**config.mk**
```make
export PLATFORM = sky130hd
export DESIGN_NAME = fetch_unit
export DESIGN_NICKNAME = d
export VERILOG_FILES = /design/src/rtl/fetch_pkg.sv /design/src/rtl/fetch_buffer.sv /design/src/rtl/fetch_unit.sv
export SDC_FILE = /design/constraint.sdc
export NUM_CORES = 1
export LEC_CHECK = 0
export CAP_MARGIN = 20
export CORE_MARGIN = 5
export CORE_UTILIZATION = 45
export DETAILED_ROUTE_END_ITERATION = 8
export GPL_TIMING_DRIVEN = 0
export MAX_ROUTING_LAYER = met4
export PLACE_DENSITY = 0.67
export SETUP_SLACK_MARGIN = 0.02
export SLEW_MARGIN = 25
export SYNTH_ARGS = -nofsm -noshare
export SYNTH_HDL_FRONTEND = slang
export SYNTH_SLANG_ARGS = --single-unit
```
**constraint.sdc**
```tcl
create_clock -name clk -period 8 [get_ports clk]
set_input_delay 1.2 -clock clk [delete_from_list [all_inputs] [get_ports clk]]
set_output_delay 1.2 -clock clk [all_outputs]
set_load 0.01 [all_outputs]
```
**src/rtl/fetch_pkg.sv**
```systemverilog
// ---- fetch_pkg: FSM encoding, buffer entry type and redirect target helpers for fetch_unit -- rev 1.0 ----
`default_nettype none

package fetch_pkg;

  localparam logic [31:0] RESET_PC_DEFAULT = 32'h0000_0000;

  localparam logic [1:0] S_IDLE = 2'd0;
  localparam logic [1:0] S_REQ  = 2'd1;
  localparam logic [1:0] S_WAIT = 2'd2;

  typedef struct packed {
    logic [31:0] instr;
    logic [31:0] pc;
  } fetch_entry_t;

  function automatic logic [31:0] branch_target(input logic [31:0] pc, input logic [31:0] instr);
    logic [31:0] seq;
    seq = pc + 32'd4;
    return seq + {{14{instr[15]}}, instr[15:0], 2'b00};
  endfunction

  // The region bits come from the delay-slot address, not the branch itself.
  function automatic logic [31:0] jump_target(input logic [31:0] pc, input logic [31:0] instr);
    logic [31:0] tgt;
    tgt       = pc + 32'd4;
    tgt[27:0] = {instr[25:0], 2'b00};
    return tgt;
  endfunction

endpackage

`default_nettype wire

```
**src/rtl/fetch_buffer.sv**
```systemverilog
// ---- fetch_buffer: DEPTH-entry synchronous FIFO of {instr, pc} with flush -- rev 1.0 ----
`default_nettype none

module fetch_buffer
  import fetch_pkg::*;
#(
  parameter int DEPTH = 2
) (
  input  logic                    clk,
  input  logic                    reset_n,
  input  logic                    i_push,
  input  logic                    i_pop,
  input  logic                    i_flush,
  input  logic [31:0]             i_instr,
  input  logic [31:0]             i_pc,
  output logic [31:0]             o_instr,
  output logic [31:0]             o_pc,
  output logic                    o_empty,
  output logic [$clog2(DEPTH):0]  o_count
);

  localparam int AW = $clog2(DEPTH);
  localparam logic [AW:0] c_full = (AW+1)'(DEPTH);

  fetch_entry_t  r_mem [DEPTH];
  logic [AW-1:0] r_wr_ptr;
  logic [AW-1:0] r_rd_ptr;
  logic [AW:0]   r_count;

  always_ff @(posedge clk or negedge reset_n) begin
    if (!reset_n) begin
      r_wr_ptr <= '0;
      r_rd_ptr <= '0;
      r_count  <= '0;
    end else if (i_flush) begin
      r_wr_ptr <= '0;
      r_rd_ptr <= '0;
      r_count  <= '0;
    end else begin
      if (i_push) r_wr_ptr <= r_wr_ptr + 1'b1;
      if (i_pop)  r_rd_ptr <= r_rd_ptr + 1'b1;
      case ({i_push, i_pop})
        2'b10:   r_count <= r_count + 1'b1;
        2'b01:   r_count <= r_count - 1'b1;
        default: r_count <= r_count;
      endcase
    end
  end

  always_ff @(posedge clk) begin
    if (i_push && !i_flush) r_mem[r_wr_ptr] <= '{instr: i_instr, pc: i_pc};
  end

  assign o_instr = r_mem[r_rd_ptr].instr;
  assign o_pc    = r_mem[r_rd_ptr].pc;
  assign o_empty = (r_count == '0);
  assign o_count = r_count;

  a_no_overflow: assert property (@(posedge clk) disable iff (!reset_n)
    !(i_push && !i_pop && (r_count == c_full)));

endmodule

`default_nettype wire

```
**src/rtl/fetch_unit.sv**
```systemverilog
// ---- fetch_unit: MIPS fetch stage (PC, imem requests, instruction buffer, redirect) -- rev 1.0 ----
`default_nettype none

module fetch_unit
  import fetch_pkg::*;
#(
  parameter logic [31:0] RESET_PC  = RESET_PC_DEFAULT,
  parameter int          BUF_DEPTH = 2
) (
  input  logic        clk,
  input  logic        reset_n,
  output logic        imem_req,
  output logic [31:0] imem_addr,
  input  logic        imem_gnt,
  input  logic        imem_rvalid,
  input  logic [31:0] imem_rdata,
  output logic [31:0] instr,
  output logic [31:0] instr_pc,
  output logic        instr_valid,
  input  logic        instr_ready,
  input  logic        dobranch,
  input  logic        dojump
);

  localparam int CW = $clog2(BUF_DEPTH) + 1;
  localparam logic [CW-1:0] c_depth = CW'(BUF_DEPTH);

  logic [1:0]    r_state, w_state_next;
  logic [31:0]   r_fetch_pc, w_pc_next;
  logic [31:0]   r_req_addr;
  logic          r_drop, w_drop_next;
  logic          w_xfer, w_redirect, w_push, w_empty;
  logic [31:0]   w_target, w_head_instr, w_head_pc;
  logic [CW-1:0] w_count, w_count_next;

  assign w_xfer     = ~w_empty & instr_ready;
  assign w_redirect = w_xfer & (dobranch | dojump);
  assign w_target   = dojump ? jump_target(w_head_pc, w_head_instr)
                             : branch_target(w_head_pc, w_head_instr);
  assign w_push     = (r_state == S_WAIT) & imem_rvalid & ~r_drop & ~w_redirect;

  // Credit is judged on next-cycle occupancy so a word landing now is counted.
  always_comb begin
    w_count_next = w_count;
    if (w_redirect) w_count_next = '0;
    else if (w_push && !w_xfer) w_count_next = w_count + 1'b1;
    else if (!w_push && w_xfer) w_count_next = w_count - 1'b1;
  end

  always_comb begin
    w_state_next = r_state;
    case (r_state)
      S_IDLE:  if (w_count_next < c_depth) w_state_next = S_REQ;
      S_REQ:   if (imem_gnt) w_state_next = S_WAIT;
      S_WAIT:  if (imem_rvalid) w_state_next = (w_count_next < c_depth) ? S_REQ : S_IDLE;
      default: w_state_next = S_IDLE;
    endcase
  end

  // A request already in flight at redirect is stale: it must not advance the PC.
  always_comb begin
    w_pc_next = r_fetch_pc;
    if (w_redirect) w_pc_next = w_target;
    else if (r_state == S_REQ && imem_gnt && !r_drop) w_pc_next = r_fetch_pc + 32'd4;
  end

  always_comb begin
    w_drop_next = r_drop;
    if (r_state == S_WAIT && imem_rvalid) w_drop_next = 1'b0;
    else if (w_redirect && r_state != S_IDLE) w_drop_next = 1'b1;
  end

  always_ff @(posedge clk or negedge reset_n) begin
    if (!reset_n) begin
      r_state    <= S_IDLE;
      r_fetch_pc <= RESET_PC;
      r_req_addr <= RESET_PC;
      r_drop     <= 1'b0;
    end else begin
      r_state    <= w_state_next;
      r_fetch_pc <= w_pc_next;
      r_drop     <= w_drop_next;
      if (w_state_next == S_REQ && r_state != S_REQ) r_req_addr <= w_pc_next;
    end
  end

  fetch_buffer #(.DEPTH(BUF_DEPTH)) u_buf (
    .clk     (clk),
    .reset_n (reset_n),
    .i_push  (w_push),
    .i_pop   (w_xfer),
    .i_flush (w_redirect),
    .i_instr (imem_rdata),
    .i_pc    (r_req_addr),
    .o_instr (w_head_instr),
    .o_pc    (w_head_pc),
    .o_empty (w_empty),
    .o_count (w_count)
  );

  assign imem_req    = (r_state == S_REQ);
  assign imem_addr   = r_req_addr;
  assign instr_valid = ~w_empty;
  assign instr       = w_empty ? 32'h0 : w_head_instr;
  assign instr_pc    = w_empty ? 32'h0 : w_head_pc;

endmodule

`default_nettype wire
```
Yosys cells after proc, flatten, opt, wreduce, memory -nomap -nowiden
Memory sizes are Yosys's and may differ from the RTL's.
Index checks and enable logic that the tools add are counted.
- register bits after elaboration: 71
- bits in latches: 0
- bits in writable memories: 128
- bits in read-only memories: 0
- input bits: 39
- output and inout bits: 98
- word-level logic and storage cells: 73
- memories: 1
- add/subtract/negate cells: 7
- multiply operators: 0
- div/mod/pow operators: 0
- order comparisons: 1
- equal/unequal tests: 6
- shifts and indexed selects: 0
- multiplexer cells: 23
- bitwise operators: 9
- reduce and logical (&&, ||, !) cells: 19
- memory list (name ; depth ; bits a word ; read ports ; clocked after memory_dff ; write ports ; RTL line ; source):
    u_buf.r_mem ; 2 ; 64 ; 1 ; 0 ; 1 ; fetch_buffer.sv:25 ; fetch_entry_t r_mem [DEPTH];
- operator list (operator ; count):
    32-bit two-way mux ; 5
    32-bit by 3-bit adder with 32-bit output (second input constant) ; 2
    32-bit adder ; 1
    2-bit two-way mux ; 7
    1-bit two-way mux ; 9
    1-bit logical AND ; 8
    2-bit nonzero test ; 4
    2-bit by 1-bit == test with 1-bit output (second input constant) ; 3
    2-bit case mux with 3 select lines ; 1
    1-bit AND ; 5
    2-bit == test (second input constant) ; 2
    1-bit logical NOT ; 4
    2-bit logical NOT ; 2
    2-bit case mux with 2 select lines ; 1
    1-bit NOT ; 3
    3-bit nonzero test ; 1
    1-bit adder (second input constant) ; 2
    2-bit by 1-bit adder with 2-bit output (second input constant) ; 1
    2-bit < comparator (second input constant) ; 1
    2-bit by 1-bit inequality test with 1-bit output (second input constant) ; 1
    2-bit by 1-bit subtractor with 2-bit output (second input constant) ; 1
    1-bit OR ; 1

Longest topological paths before layout
Gate-level depths: netlist of the first run.
- depth after elaboration: 17
- mapped depth: 23
- depth with buffers taken out: 17

Cells and area by module
Synthesis of the first run repeated with hierarchy kept, for this count alone.
- cells, all modules: 936
- area total of the unflattened synthesis: 10994.3 µm²
- modules (own cells, without submodules) (module ; times used ; cells each ; area an instance (µm²) ; sequential area each (µm²)):
    fetch_unit ; 1 ; 717 ; 5962.0 ; 1676.6
    fetch_buffer ; 1 ; 219 ; 5032.3 ; 3943.8

Least setup slack after synthesis of the first run
Ideal clock, no wire load.
- path kind: input to register
- from: input instr_ready
- to: memory u_buf.r_mem[0][0] in the netlist's numbering, enable pin
- setup time: 486 ps
- arrival time: 4892 ps
- required time: 7514 ps
- path slack: 2622 ps
- stages on the path: 6
- path buffers: 1
- cells stage by stage: nand2_1 > clkinv_1 > o21ai_1 > clkbuf_1 > nand2_1 > nor2_1
- word-level cells in the longest chain between the ends: 7
- elaborated cells between the ends (all ways): 8
- classes of those cells: 2 x mux; 4 x bitwise; 2 x reduce/logical
- ends and longest elaborated chain (item ; RTL line ; source):
    start, declared ; fetch_unit.sv:20 ; input logic instr_ready,
    1-bit AND * ; fetch_unit.sv:36 ; assign w_xfer = ~w_empty & instr_ready;
    1-bit AND * ; fetch_unit.sv:37 ; assign w_redirect = w_xfer & (dobranch | dojump);
    1-bit NOT ; fetch_unit.sv:40 ; assign w_push = (r_state == S_WAIT) & imem_rvalid & ~r_drop & ~w_redirect;
    1-bit AND ; fetch_unit.sv:40 ;
    1-bit logical AND * ; fetch_buffer.sv:51 ; if (i_push && !i_flush) r_mem[r_wr_ptr] <= '{instr: i_instr, pc: i_pc};
    1-bit two-way mux * ; fetch_buffer.sv:51 ;
    1-bit two-way mux (not written as such) * ; fetch_buffer.sv:51 ;
    end, declared ; fetch_buffer.sv:25 ;
Every way passes the cells marked *; elsewhere a longest branch is shown, timed or not.

Worst setup path after layout of the first run
- from: register u_buf.r_rd_ptr
- to: register r_req_addr[25] (netlist: imem_addr[25])
- word-level cells in the longest chain between the ends: 5
- ends and longest elaborated chain (item ; RTL line ; source):
    start, declared ; fetch_buffer.sv:27 ; logic [AW-1:0] r_rd_ptr;
    start signal, assigned ; fetch_buffer.sv:41 ; if (i_pop) r_rd_ptr <= r_rd_ptr + 1'b1;
    memory read 2 x 64 bit * ; -- ;
    32-bit by 3-bit adder with 32-bit output ; fetch_pkg.sv:19 ; seq = pc + 32'd4;
    32-bit adder ; fetch_pkg.sv:20 ; return seq + {{14{instr[15]}}, instr[15:0], 2'b00};
    32-bit two-way mux * ; fetch_unit.sv:38 ; assign w_target = dojump ? jump_target(w_head_pc, w_head_instr)
    32-bit two-way mux * ; fetch_unit.sv:63 ; if (w_redirect) w_pc_next = w_target;
    named net w_pc_next[25] ; fetch_unit.sv:29 ; logic [31:0] r_fetch_pc, w_pc_next;
    end signal, assigned ; fetch_unit.sv:83 ; if (w_state_next == S_REQ && r_state != S_REQ) r_req_addr <= w_pc_next;
    end, declared ; fetch_unit.sv:30 ; logic [31:0] r_req_addr;
Mark *: on every way through the listed nets, which the timed path passes. The rest lies on a longest branch.
A chain may end at the register's enable or synchronous reset.

==> impl_metrics.yaml, run 1 <==
status:
  outcome: "completed"
cts:
  numCtsBuffers: 17
  cts_hold_buf: 0
  cts_setup_buffers: 0
  cts_resized: 0
  clk_pin_slew_ps: 90
  insertion_delay_ps: 450
  clock_path_buffers: 2
  tritoncts: "built"
  cts_sinks: 199
  h-tree-depth: 4
  cts-root-buf: "clkbuf_16"
synth:
  syn_avg_cell_area_um2: 11.18
  syn_nets: 1059
  ys_types: 73
  ys_seq_area_share_pct: 51.28
  ys_ff_latch: 199
  synth_edf_count: 128
  ys.flop_type: "edfxtp_1"
  syn_inst: 980
  syn_area_mm2: 0.01096
  async_flop_share_pct: 35.68
  ys_warn_count: 0
global_routing:
  track_usage_pct: 23.83
  grt_start_max_net_pins: 50
  antenna_found_initial: 2
  grt_overflow: 0
  grt_pass1_wl_mm: 49.28
  grt_pass1_vias: 8467
timing:
  tightest_slew_ps: 959.7
  setup_violations: 0
  finalCritPeriodShare_pct: 94.51
  setup_slack_ps: 439.4
  period_needed_ps: 7561
  hold_viol_final: 0
  drv_slew: 0
  maxSlewHeadroom_pct: 36.02
  whs_ps: 501.1
  finalClockSkew_ps: 15.86
  fmax_ghz: 0.1323
  fin_tns_setup_ps: 0
  rsz0062_at_grt: "no"
power_and_ir_drop:
  peakVddDrop_v: 0.0001661
  total_power_mw: 5.034
  p_leak_nw: 5.047
  p_per_area_mw_per_mm2: 374.1
run:
  cap_violations: 0
final_layout:
  final_util_pct: 55.66
  design_area_mm2: 0.01346
  area_delta_synth_final_pct: 22.79
  final_nets: 1217
  stdcell_count: 1476
  layout-drive-gt1-share_pct: 9.123
placed_design:
  post-place-ws_ps: 576.5
  dpl-instance-area_mm2: 0.01285
  dpl.hpwl_mm: 23.98
  placed_cells: 1443
  portBuffers: 134
  gp_congestion: 0.9263
floorplanning:
  die_width_um: 166.1
  die-area_mm2: 0.02757
  core_area_mm2: 0.02418
  initial_core_util_pct: 45.33
  rows: 57
  io_pins: 137
  fp.dieH_um: 166.1
detailed_routing:
  drt-vias-per-instance: 5.657
  vias: 8349
  drc: 0
  drt_iter0_markers: 561
  first_pass_iters: 5
  drtAntennaViolNets: 0
  routedWlPerCell_um: 21.81
  routed_wl_mm: 32.19
min_path:
  hold_class: "register to register"
worst_setup_path:
  worstPathRequired_ps: 8390
  crit_path_max_incr_delay_ps: 770
  worstPathCellList: "buf_2, buf_2, buf_2, buf_2, buf_1, mux2i_1, inv_1, ha_1, nand4_1, a21oi_1, xor2_1, nand2_1, o21ai_0, ha_1, clkbuf_1, a21oi_1, o21ai_0, a311oi_1, o31ai_1, xnor2_1, o21ai_0, mux2_2"
  path_common_cell: "buf_2"
  crit_arrival_ps: 7950
  crit_slowest_cell: "buf_1"
  critPathKind: "register to register"
  cp_max_fo: 10
  setup.worst_path.start_class: "register"
  cp-end-kind: "register"
==> area by class of cell <==
type	count	area, µm²
flip-flops and latches	199	5620
repair buffers	139	1469
inverters	30	112.6
plain buffers	35	150.1
clock buffers	17	425.4
multi-input cells	716	5094
diodes	1	2.502
clock inverters	15	177.7
well taps	324	405.4
fillers	2079	10720
==> logic make-up (layout without fill, tap and decap cells) <==
group / Yosys count / after routing / synth area share [%]
flops: 199 / 199 / 51.28
compound gates: 175 / 175 / 10.72
fa+ha+maj: 40 / 40 / 4.635
simple gates: 317 / 317 / 14.53
xor+xnor: 85 / 85 / 6.919
mux: 99 / 99 / 9.510
buf+inv: 65 / 236 / 2.397
other cells: 0 / 1 / 0
==> where the power goes <==
group	internal [mW]	switching, mW	total [mW]	leakage, nW
clock	0.448	0.437	0.886	0.293
combinational	1.16	1.45	2.61	2.72
sequential	1.35	0.193	1.54	2.04
total	2.95	2.08	5.03	5.05
==> Yosys cell counts (all sizes together), types with 5 or more instances <==
| cell type | number | area share, % |
|---|---|---|
| a21oi | 42 | 2.0 |
| o21ai | 43 | 2.0 |
| nand4b | 5 | 0.67 |
| clkbuf | 23 | 0.79 |
| nor2b | 5 | 0.29 |
| a21o | 16 | 1.1 |
| nor2 | 103 | 3.5 |
| o221ai | 10 | 0.80 |
| and3 | 6 | 0.34 |
| o21a | 5 | 0.34 |
| inv | 29 | 0.99 |
| buf | 12 | 0.58 |
| nand4 | 18 | 1.1 |
| xor2 | 41 | 3.3 |
| o22ai | 5 | 0.29 |
| a31oi | 5 | 0.29 |
| nand2b | 11 | 0.63 |
| edfxtp | 128 | 35 |
| mux2 | 38 | 3.9 |
| a22oi | 9 | 0.74 |
| nand3 | 37 | 1.7 |
| nand2 | 82 | 2.8 |
| nor3b | 5 | 0.34 |
| ha | 39 | 4.5 |
| and4 | 5 | 0.40 |
| dfrtp | 71 | 16 |
| a211oi | 6 | 0.53 |
| nand3b | 5 | 0.34 |
| mux2i | 61 | 5.6 |
| nor3 | 7 | 0.37 |
| and2 | 14 | 0.80 |
| xnor2 | 43 | 3.4 |
==> routing by layer <==
metal	GRT usage (%)	share of wire [%]	vias up
li1	-	-	3906
met2	36.84	46	272
met5	-	0	-
met3	4.166	6.0	45
met1	32.17	46	4126
met4	7.783	2.4	0
==> sequential cells by signal (all words and copies together), names as in the netlist <==
| signal | flops |
|---|---|
| imem_addr | 32 |
| r_drop | 1 |
| r_fetch_pc | 32 |
| r_state | 2 |
| u_buf.o_count | 2 |
| u_buf.r_mem | 128 |
| u_buf.r_rd_ptr | 1 |
| u_buf.r_wr_ptr | 1 |
==> cells in the final DEF (no fill, tap or decap), drive strengths merged, types with 16 or more instances in the layout <==
cell type      synthesis  layout
clkdlybuf4s50          0     133
edfxtp               128     128
nor2                 103     103
nand2                 82      82
dfrtp                 71      71
mux2i                 61      61
xnor2                 43      43
o21ai                 43      43
a21oi                 42      42
xor2                  41      41
clkbuf                23      40
ha                    39      39
mux2                  38      38
nand3                 37      37
inv                   29      36
nand4                 18      18
buf                   12      18
a21o                  16      16
==> path summary, 6_finish.rpt <==
path,cells after the start,slack (ps),endpoint,startpoint
max,22,440,imem_addr[25]$_DFFE_PN0P_,u_buf.r_rd_ptr$_DFFE_PN0P_
min,0,500,u_buf.r_mem[1][28]$_DFFE_PP_,imem_addr[28]$_DFFE_PN0P_
max reg2reg,22,440,imem_addr[25]$_DFFE_PN0P_,u_buf.r_rd_ptr$_DFFE_PN0P_
min reg2reg,0,500,u_buf.r_mem[1][28]$_DFFE_PP_,imem_addr[28]$_DFFE_PN0P_
max in group asynchronous,2,6760,imem_addr[18]$_DFFE_PN0P_,reset_n
min in group asynchronous,1,650,imem_addr[21]$_DFFE_PN0P_,reset_n
==> critical path: cells and delay by family (launching register included) <==
| kind | cells | cell delay [ps] |
|---|---|---|
| and+or+nand+nor | 2 | 410 |
| muxes | 2 | 550 |
| buffers and inverters | 7 | 2880 |
| AOI/OAI and AO/OA | 7 | 2050 |
| adders and majority gates | 2 | 670 |
| xor gates and xnor gates | 2 | 350 |
| DFF | 1 | 560 |
Note: power is estimated with default switching activity, not from simulation.
==> inputs of run 2 (changes only) <==
Settings changed: RECOVER_POWER from default to 50.
==> run 2 against run 1 <==
The flow now finishes with violations (max-capacitance violations, max-slew violations). Sequential power is essentially flat. Clock skew shrank 2.5 ps. Register-to-register slack gained 70 ps. Sequential share of layout area grew 0.094 points. Sequential cell count is the same. Largest cell class unchanged. Highest routed layer unchanged.
==> impl_metrics.yaml, run 2 (synthesized netlist as in run 1, its figures left out) <==
timing:
  fmax_ghz: 0.1335
  setup_violations: 0
  whs_ps: 498.2
  maxSlewHeadroom_pct: -92.88
  period_needed_ps: 7491
  tightest_slew_ps: 2893
  finalClockSkew_ps: 13.37
  rsz0062_at_grt: "no"
  hold_viol_final: 0
  finalCritPeriodShare_pct: 93.64
  drv_slew: 50
  fin_tns_setup_ps: 0
global_routing:
  grt_start_max_net_pins: 50
  grt_overflow: 0
  grt_pass1_wl_mm: 49.28
  track_usage_pct: 23.83
  antenna_found_initial: 3
  grt_pass1_vias: 8467
cts:
  cts-root-buf: "clkbuf_16"
  cts_resized: 0
  insertion_delay_ps: 440
  cts_setup_buffers: 0
  tritoncts: "built"
  h-tree-depth: 4
  cts_hold_buf: 0
  clock_path_buffers: 2
  cts_sinks: 199
  clk_pin_slew_ps: 80
  numCtsBuffers: 17
worst_setup_path:
  crit_slowest_cell: "buf_1"
  path_common_cell: "buf_2"
  setup.worst_path.start_class: "register"
  reg2reg_to: "imem_addr[25]$_DFFE_PN0P_"
  crit_family: "buffers and inverters"
  cp-end-kind: "register"
  crit_arrival_ps: 7880
  critPathKind: "register to register"
  r2r_start: "u_buf.r_rd_ptr$_DFFE_PN0P_"
  crit_path_max_incr_delay_ps: 760
  worstPathRequired_ps: 8380
  cp_num_buf_inv: 7
  worstPathCellList: "buf_2, buf_2, buf_2, buf_2, buf_1, mux2i_1, inv_1, ha_1, nand4_1, a21oi_1, xor2_1, nand2_1, o21ai_0, ha_1, clkbuf_1, a21oi_1, o21ai_0, a311oi_1, o31ai_1, xnor2_1, o21ai_0, mux2_2"
  crit_cells: 22
  r2r_slack_ps: 510
  cp_max_fo: 10
  ff2ff_path_depth: 22
power_and_ir_drop:
  total_power_mw: 4.989
  p_per_area_mw_per_mm2: 371.6
  p_leak_nw: 5.082
  peakVddDrop_v: 0.0001649
placed_design:
  dpl.hpwl_mm: 23.98
  portBuffers: 134
  gp_congestion: 0.9263
  placed_cells: 1443
detailed_routing:
  routedWlPerCell_um: 21.78
  drc: 0
  drt_iter0_markers: 593
  routed_wl_mm: 32.17
  vias: 8362
  first_pass_iters: 5
  drt-vias-per-instance: 5.661
  drtAntennaViolNets: 0
final_layout:
  final_common_cell: "edfxtp_1"
  regMostFlops: "u_buf.r_mem"
  layout-drive-gt1-share_pct: 8.862
  n_fill_cell: 2085
  seq_area_mm2: 0.005620
  multi_input_area_mm2: 0.005089
  largest_register_ffs: 128
  mostFrequentLayoutCells: "edfxtp_1, nor2_1, nand2_1, dfrtp_1, dlygate4sd3_1"
  stdcell_count: 1477
  final_nets: 1217
  area_delta_synth_final_pct: 22.51
  final_util_pct: 55.53
floorplanning:
  initial_core_util_pct: 45.33
  rows: 57
  io_pins: 137
  die-area_mm2: 0.02757
  fp.dieH_um: 166.1
  die_width_um: 166.1
  core_area_mm2: 0.02418
min_path:
  hold_start: "imem_addr[24]$_DFFE_PN0P_"
  min_to: "u_buf.r_mem[1][24]$_DFFE_PP_"
  hold_depth: 0
  hold_class: "register to register"
status:
  violations: "max-capacitance violations, max-slew violations"
  outcome: "complete, but fails checks"
run:
  cap_violations: 1
run 2: worst register-to-register path, delay by kind of cell, from the launching register on:
kind,cells,cell delay (ps)
and+or+nand+nor,2,400
adders and majority gates,2,660
xor gates and xnor gates,2,350
AOI/OAI and AO/OA,7,2010
buffers and inverters,7,2900
muxes,2,540
DFF,1,550
run 2: layer usage:
metal | vias to the layer above | routed length (µm) | track usage, %
met5 | - | 0 | -
met4 | 0 | 731 | 7.783
met3 | 42 | 2096 | 4.166
met2 | 293 | 14670 | 36.84
met1 | 4111 | 14670 | 32.17
li1 | 3916 | - | -
run 2: how the worst max path moves through the flow:
| stage | slack [ps] | start | end |
|---|---|---|---|
| 2_1_floorplan | 2620 | instr_ready | u_buf.r_mem[0][0]$_DFFE_PP_ |
| 3_3_place_gp | -530 | instr_ready | u_buf.r_mem[0][10]$_DFFE_PP_ |
| 3_5_place_dp | 580 | u_buf.r_rd_ptr$_DFFE_PN0P_ | imem_addr[25]$_DFFE_PN0P_ |
| 4_1_cts | 480 | u_buf.r_rd_ptr$_DFFE_PN0P_ | imem_addr[25]$_DFFE_PN0P_ |
| 5_1_grt | 60 | u_buf.r_rd_ptr$_DFFE_PN0P_ | imem_addr[25]$_DFFE_PN0P_ |
| 6_report | 510 | u_buf.r_rd_ptr$_DFFE_PN0P_ | imem_addr[25]$_DFFE_PN0P_ |
run 2: area by class of cell:
cell class | instances | area share, %
multi-input cells | 716 | 37.90
diodes | 2 | 0.03728
flip-flops and latches | 199 | 41.86
inverters | 30 | 0.8387
clock buffers | 17 | 3.168
repair buffers | 139 | 10.74
well taps | 324 | 3.019
plain buffers | 35 | 1.118
clock inverters | 15 | 1.323
run 2: where the power goes:
part           internal [mW]  leakage, nW  switching, mW
combinational           1.13         2.75           1.45
sequential              1.35         2.04          0.190
clock                  0.448        0.293          0.433
run 2: per-stage QoR:
stage	setup WS, ps	area [µm²]
2_1_floorplan	2622	10960
3_3_place_gp	-530.3	12710
6_report	508.8	13430
3_5_place_dp	576.5	12850
4_1_cts	478.5	13450
5_1_grt	63.92	13430
==> inputs of run 3 (changes only) <==
Settings changed: CAP_MARGIN 20 to default, HOLD_SLACK_MARGIN from default to 0.05.
Clock period 8 ns to 7.45 ns, I/O delays scaled along.
==> run 3 against run 2 <==
The run still ends with max-capacitance violations, max-slew violations left. Sequential power is 7% higher. Hold slack worse by 1.5 ps. Sequential cell count stayed put. Sequential share of layout area hardly changed. Design area hardly changed. First-iteration DRC count is 12% lower. Register-to-register slack better by 90 ps. Fmax is 9.4% higher. Cell count hardly changed. Die area stayed put. Via count hardly changed. Critical path depth is 1 lower. Highest routed layer unchanged.
==> impl_metrics.yaml, run 3 (synthesized netlist as in run 1, its figures left out) <==
global_routing:
  grt_pass1_wl_mm: 49.05
  track_usage_pct: 23.66
  antenna_found_initial: 3
  grt_pass1_vias: 8452
  grt_overflow: 0
  grt_start_max_net_pins: 50
status:
  violations: "max-capacitance violations, max-slew violations"
  outcome: "complete, but fails checks"
final_layout:
  regMostFlops: "u_buf.r_mem"
  final_common_cell: "edfxtp_1"
  largest_register_ffs: 128
  area_delta_synth_final_pct: 22.48
  layout-drive-gt1-share_pct: 8.870
  mostFrequentLayoutCells: "edfxtp_1, nor2_1, nand2_1, dfrtp_1, dlygate4sd3_1"
  design_area_mm2: 0.01342
  final_nets: 1216
  stdcell_count: 1476
power_and_ir_drop:
  p_per_area_mw_per_mm2: 398.8
  p_leak_nw: 5.081
  peakVddDrop_v: 0.0001776
  total_power_mw: 5.353
floorplanning:
  initial_core_util_pct: 45.33
  die_width_um: 166.1
  rows: 57
  core_area_mm2: 0.02418
  fp.dieH_um: 166.1
  io_pins: 137
  die-area_mm2: 0.02757
detailed_routing:
  drc: 0
  routed_wl_mm: 31.97
  highest_layer: "met4"
  drtAntennaViolNets: 0
  drt-vias-per-instance: 5.661
  wl_met3_mm: 1.963
  first_pass_iters: 5
  wl_met2_mm: 14.63
  routedWlPerCell_um: 21.66
  drt_iter0_markers: 522
  met1Wirelength_mm: 14.67
  vias: 8355
cts:
  h-tree-depth: 4
  cts-root-buf: "clkbuf_16"
  cts_sinks: 199
  tritoncts: "built"
  clock_path_buffers: 2
  cts_hold_buf: 0
  numCtsBuffers: 17
  cts_resized: 0
  insertion_delay_ps: 450
  cts_setup_buffers: 0
  clk_pin_slew_ps: 80
worst_setup_path:
  critPathKind: "register to register"
  path_common_cell: "buf_2"
  crit_path_max_incr_delay_ps: 630
  cp-end-kind: "register"
  setup.worst_path.start_class: "register"
  worstPathCellList: "buf_2, buf_2, buf_2, buf_2, mux2i_1, inv_1, ha_1, nand4_1, a21oi_1, xor2_1, nand2_1, o21ai_0, ha_1, clkbuf_1, a21oi_1, o21ai_0, a311oi_1, o31ai_1, xnor2_1, o21ai_0, mux2_2"
  crit_slowest_cell: "buf_2"
  cp_max_fo: 19
  crit_family: "buffers and inverters"
  crit_arrival_ps: 7230
  cp_num_buf_inv: 6
  worstPathRequired_ps: 7840
timing:
  maxSlewHeadroom_pct: -91.01
  period_needed_ps: 6848
  fin_tns_setup_ps: 0
  setup_violations: 0
  finalCritPeriodShare_pct: 91.92
  tightest_slew_ps: 2865
  hold_viol_final: 0
  drv_slew: 50
  finalClockSkew_ps: 13.41
  fmax_ghz: 0.1460
  rsz0062_at_grt: "no"
run:
  cap_violations: 1
placed_design:
  dpl-instance-area_mm2: 0.01285
  placed_cells: 1443
  gp_congestion: 0.9263
  portBuffers: 134
  dpl.hpwl_mm: 23.98
min_path:
  hold_class: "register to register"
==> run 3: power breakdown <==
part | switching, mW | total [mW] | internal, mW
clock | 0.469 | 0.951 | 0.482
sequential | 0.204 | 1.65 | 1.44
combinational | 1.55 | 2.75 | 1.21
==> run 3: area by class of cell <==
cell class              instances  area [µm²]
diodes                          2       5.005
fillers                      2085       10750
clock buffers                  17       425.4
repair buffers                139        1441
multi-input cells             716        5089
well taps                     324       405.4
flip-flops and latches        199        5620
clock inverters                15       177.7
inverters                      30       112.6
plain buffers                  34       146.4
==> run 3: stage by stage <==
step | hold WS [ps] | utilization, % | setup WS [ps]
after global routing | 510.5 | 55.52 | 225.0
after detailed placement | 477.1 | 53.13 | 26.47
after global placement | 466.3 | 52.55 | -997.8
after CTS | 502.6 | 55.61 | 602.8
after floorplan | 451.7 | - | 2154
final | 496.7 | 55.52 | 601.8
==> run 3: worst paths after layout <==
check                                            from                     endpoint  slack (ps)  cells after the start
max in group asynchronous                     reset_n    imem_addr[18]$_DFFE_PN0P_        3190                      2
min in group asynchronous                     reset_n    imem_addr[21]$_DFFE_PN0P_         930                      1
hold reg to reg              imem_addr[1]$_DFFE_PN0P_  u_buf.r_mem[0][1]$_DFFE_PP_         500                      0
setup / recovery           u_buf.r_rd_ptr$_DFFE_PN0P_    imem_addr[25]$_DFFE_PN0P_         600                     21
setup reg to reg           u_buf.r_rd_ptr$_DFFE_PN0P_    imem_addr[25]$_DFFE_PN0P_         600                     21
hold / removal               imem_addr[1]$_DFFE_PN0P_  u_buf.r_mem[0][1]$_DFFE_PP_         500                      0
==> run 3: layer usage <==
metal | GRT usage [%] | vias to the layer above
met5 | - | -
met4 | 7.353 | 0
met3 | 3.928 | 42
met2 | 36.72 | 281
met1 | 32.14 | 4115
li1 | - | 3917
